===== src/rtl/fetch_sequencer.sv =====
// Front-end fetch sequencer: owns the PC, fetches one instruction over
// req/ack and hands it to execute over valid/ready, following branches.
module fetch_sequencer #(
    parameter int AW       = 8,
    parameter int IW       = 8,
    parameter int DW       = 8,
    parameter int RESET_PC = 0
) (
    input  logic          clk,
    input  logic          rst_n,
    input  logic          start,
    output logic          imem_req,
    output logic [AW-1:0] imem_addr,
    input  logic          imem_ack,
    input  logic [IW-1:0] imem_rdata,
    output logic          ex_valid,
    output logic [IW-1:0] ex_instr,
    input  logic          ex_ready,
    input  logic          ex_res_valid,
    input  logic [DW-1:0] ex_res,
    output logic [AW-1:0] pc,
    output logic          busy,
    output logic          halted,
    output logic [15:0]   retired
);

    typedef enum logic [2:0] {
        IDLE,
        FETCH,
        ISSUE,
        RESOLVE,
        HALTED
    } state_t;

    localparam logic [AW-1:0] PC0 = AW'(RESET_PC);

    state_t        state;
    logic [IW-1:0] instr_reg;
    logic [AW-1:0] offset;

    // ALU offset zero-extended or truncated to the PC width
    assign offset = AW'(ex_res);

    always_ff @(posedge clk or negedge rst_n) begin
        if (!rst_n) begin
            state     <= IDLE;
            pc        <= PC0;
            instr_reg <= '0;
            retired   <= '0;
        end else begin
            unique case (state)
                IDLE: begin
                    if (start) begin
                        pc    <= PC0;
                        state <= FETCH;
                    end
                end
                FETCH: begin
                    if (imem_ack) begin
                        instr_reg <= imem_rdata;
                        state     <= ISSUE;
                    end
                end
                ISSUE: begin
                    if (ex_ready) begin
                        if (instr_reg[0]) begin
                            state <= RESOLVE;
                        end else begin
                            pc      <= pc + AW'(1);
                            retired <= retired + 16'd1;
                            state   <= FETCH;
                        end
                    end
                end
                RESOLVE: begin
                    if (ex_res_valid) begin
                        retired <= retired + 16'd1;
                        // a zero offset is a branch to itself: stop here
                        if (offset == '0) begin
                            state <= HALTED;
                        end else begin
                            pc    <= pc + offset;
                            state <= FETCH;
                        end
                    end
                end
                HALTED: begin
                    if (start) begin
                        pc      <= PC0;
                        retired <= '0;
                        state   <= FETCH;
                    end
                end
                default: state <= IDLE;
            endcase
        end
    end

    assign imem_req  = (state == FETCH);
    assign imem_addr = pc;
    assign ex_valid  = (state == ISSUE);
    assign ex_instr  = instr_reg;
    assign busy      = (state == FETCH) || (state == ISSUE) ||
                       (state == RESOLVE);
    assign halted    = (state == HALTED);

endmodule


===== config.mk =====
export PLATFORM = sky130hd
export DESIGN_NAME = fetch_sequencer
export DESIGN_NICKNAME = d
export VERILOG_FILES = /design/src/rtl/fetch_sequencer.sv
export SDC_FILE = /design/constraint.sdc
export NUM_CORES = 1
export LEC_CHECK = 0
export ABC_AREA = 0
export BUFFER_PORTS_ARGS = -buffer_cell sky130_fd_sc_hd__buf_4
export CAP_MARGIN = 20
export CORE_UTILIZATION = 35
export CTS_BUF_LIST = sky130_fd_sc_hd__clkbuf_8 sky130_fd_sc_hd__clkbuf_16
export DETAILED_ROUTE_END_ITERATION = 8
export PLACE_DENSITY_LB_ADDON = 0.08
export SLEW_MARGIN = 20
export SYNTH_ARGS = -nofsm -noshare
export SYNTH_HDL_FRONTEND = slang
export SYNTH_SLANG_ARGS = --single-unit

===== constraint.sdc =====
create_clock -name clk -period 2.35 [get_ports clk]
set_input_delay 0.1175 -clock clk [delete_from_list [all_inputs] [get_ports clk]]
set_output_delay 0.1175 -clock clk [all_outputs]
set_load 0.005 [all_outputs]

==> impl_metrics.csv <==
group,metric,value,unit
clock_network,clk-insertion-delay-late,280,ps
routing,dr.pass1.iters,4,
power,power,2910,µW
routing,viasPerCell,4.95,
critical_path,cp.arrival,2340,ps
outcome,status,"finished clean",
critical_path,crit_path_end_kind,"register",
critical_path,crit_path_start_kind,"register",
final_layout,layout_commonest_cell,"buf_4",
min_path,hold_path_depth,2,
critical_path,rrSetupSlack,180,ps
power,ir_worst_vdd,497,µV
global_route,grt.total_usage,16.7,%
final_layout,diodes,0,
job,drv_cap,0,
synthesis,synthTopCellsByArea,"dfrtp_1 (41%), xor2_1 (5.3%), mux2_1 (4.7%)",
final_layout,final_cells,362,
placement,io_buffers,65,
routing,drtAntennaViolNets,0,
timing,finalCriticalPeriod,2170,ps
clock_network,path_clk_slew,80,ps
synthesis,syn_inst,220,
timing,tightest_slew,461,ps
global_route,grt_pass1_wl,8300,µm
critical_path,worstSetupPathType,"register to register",
timing,whs,41.9,ps
synthesis,syn_nets,251,
timing,finalSetupViolCount,0,
synthesis,synth-async-reset-ratio,100,%
synthesis,seq_area_frac_synth,40.6,%
synthesis,synth_edf_count,0,
synthesis,synth_top_area_share,40.6,%
timing,fin_ws,181,ps
clock_network,htree_levels,2,
global_route,met2_usage,26.5,%
min_path,min_path_type,"input port to register",
global_route,grt_antenna_before_repair,0,
critical_path,worst-path-max-fanout,8,
placement,place_ws,133,ps
routing,finalWirelength,4740,µm
timing,fmax,461,MHz
placement,place_inst,353,
global_route,grt_max_degree,36,
final_layout,drive_gt1_share,32.8,%
critical_path,crit_required,2520,ps
routing,dr_total_vias,1792,
timing,tns,0,ps
power,p_per_area,1040,mW/mm²
timing,skew,4.60,ps
global_route,grtUsageMet3,4.20,%
die,core,0.00592,mm²
die,fp.dieH,80.5,µm
timing,timing_hold_violations_final,0,
synthesis,synth_top_cell_by_area,"dfrtp_1",
clock_network,clock_sinks,35,
critical_path,r2r_start,"state[0]$_DFFE_PN0P_",
critical_path,r2r_cells,8,
clock_network,root_buffer,"clkbuf_8",
routing,wire_per_inst,13.1,µm
clock_network,cts_buffers,5,
global_route,grt.busiest_layer,"met2",
global_route,grt_pass1_vias,1702,
die,die_area,0.00648,mm²
placement,gp_congestion,0.777,
die,initial_core_util,36.4,%
die,row_count,28,
routing,drt_iter0_drc,94,
timing,final_max_slew_viol_count,0,
synthesis,ys_types,48,
synthesis,syn_area,0.00216,mm²
clock_network,cts_setup_buffers,0,
placement,dp_hpwl,3520,µm
timing,timing.final.crit_share,92.3,%
die,fp.dieW,80.5,µm
final_layout,area_growth,29.9,%
timing,maxSlewHeadroom,69.3,%
routing,drc,0,
global_route,grt-ovfl-total,0,
die,io_pins,66,
min_path,hold_end,"ex_instr[1]$_DFFE_PN0P_",
timing,rsz0062_at_grt,"no",
power,leakagePower,0.00138,µW
synthesis,syn_avg_cell_area,9.80,µm²
clock_network,clockBufferDepth,2,
final_layout,layout.nets,317,
synthesis,ys_warn_count,0,
global_route,grtUsageMet1,22.5,%
critical_path,r2r_end,"imem_addr[7]$_DFFE_PN0P_",
min_path,hp-start,"imem_rdata[1]",
synthesis,ys_ff_latch,35,
clock_network,cts_tree,"yes",
final_layout,final_cell_mix,"buf_4 (74), dfrtp_1 (35), nand2_1 (21), nor2_1 (20), xor2_1 (13)",
synthesis,synthFlopType,"dfrtp_1",
## cell usage after synthesis, types with 2 or more instances
library cell,number
buf_2,5
nand4_1,9
xnor2_1,4
nand3_2,2
nor2_1,20
ha_1,8
mux2i_1,2
a21o_1,2
a21oi_1,9
o211ai_1,3
nand3_1,5
inv_1,4
and3_1,7
nand2b_1,2
or3_1,3
and2_1,8
o21ai_0,8
dfrtp_1,35
buf_4,9
nand2_1,21
xor2_1,13
nor3_1,2
o31ai_1,4
mux2_1,9
a22o_1,2
o21ai_1,2
## what timing repair did
item	CTS	global route
hold buffers	1	0
endpoints found under the setup margin	0	1
gates resized for setup	0	1
endpoints found under the hold margin	35	0
## how the worst max path moves through the flow
| stage | from | end | slack [ps] |
|---|---|---|---|
| floorplan | state[2]$_DFFE_PN0P_ | imem_addr[6]$_DFFE_PN0P_ | 100 |
| global placement | state[2]$_DFFE_PN0P_ | imem_addr[6]$_DFFE_PN0P_ | 180 |
| detailed placement | state[2]$_DFFE_PN0P_ | imem_addr[6]$_DFFE_PN0P_ | 130 |
| CTS | state[2]$_DFFE_PN0P_ | imem_addr[6]$_DFFE_PN0P_ | 100 |
| global route | state[0]$_DFFE_PN0P_ | imem_addr[7]$_DFFE_PN0P_ | 20 |
| finish | state[0]$_DFFE_PN0P_ | imem_addr[7]$_DFFE_PN0P_ | 180 |
## report_power, final
group	switching (µW)	leakage (µW)	internal, µW
sequential	171	0.000450	789
clock	231	0.0000402	206
combinational	728	0.000891	789
total	1130	0.00138	1780
## critical path, cell delays in order (launching register included)
cell and delay (ps):
dfrtp_1 380, and3b_1 200, buf_4 160, and2_1 150, ha_1 320, a21oi_1 260, o31a_1 230, mux2i_1 240
o211ai_2 110
## per-stage QoR
stage | cell area (µm²) | util [%]
after floorplan | 2160 | -
final | 2800 | 47.3
after CTS | 2800 | 47.2
after global placement | 2700 | 45.6
after global routing | 2800 | 47.3
after detailed placement | 2700 | 45.6
## registers in the layout (all words and copies together) (netlist names)
| register | cells |
|---|---|
| ex_instr | 8 |
| imem_addr | 8 |
| retired | 16 |
| state | 3 |
## kinds of logic after synthesis
kind of cell / count (synthesis) / synth area share [%]
AO/OA/AOI/OAI: 36 / 11.6
XOR/XNOR: 17 / 6.91
AND/OR/NAND/NOR: 91 / 23.4
adder cells (fa/ha/maj): 9 / 5.57
multiplexers: 12 / 6.15
flip-flops: 35 / 40.6
buffers and inverters: 20 / 5.69
## final cells by class
class | count | area [µm²]
fill | 598 | 3120
inverter | 4 | 15.0
multi-input combinational | 165 | 1160
timing repair buffer | 75 | 566
clock buffer | 5 | 68.8
tap | 75 | 93.8
clock inverter | 3 | 20.0
sequential | 35 | 876
## per-layer routing
layer  vias to the layer above  share of wire (%)
met4                         0                1.0
met1                       834                 48
met3                         5                4.8
li1                        907                  -
met2                        46                 46
met5                         -                  0
Power figures use the tool's default switching activity.
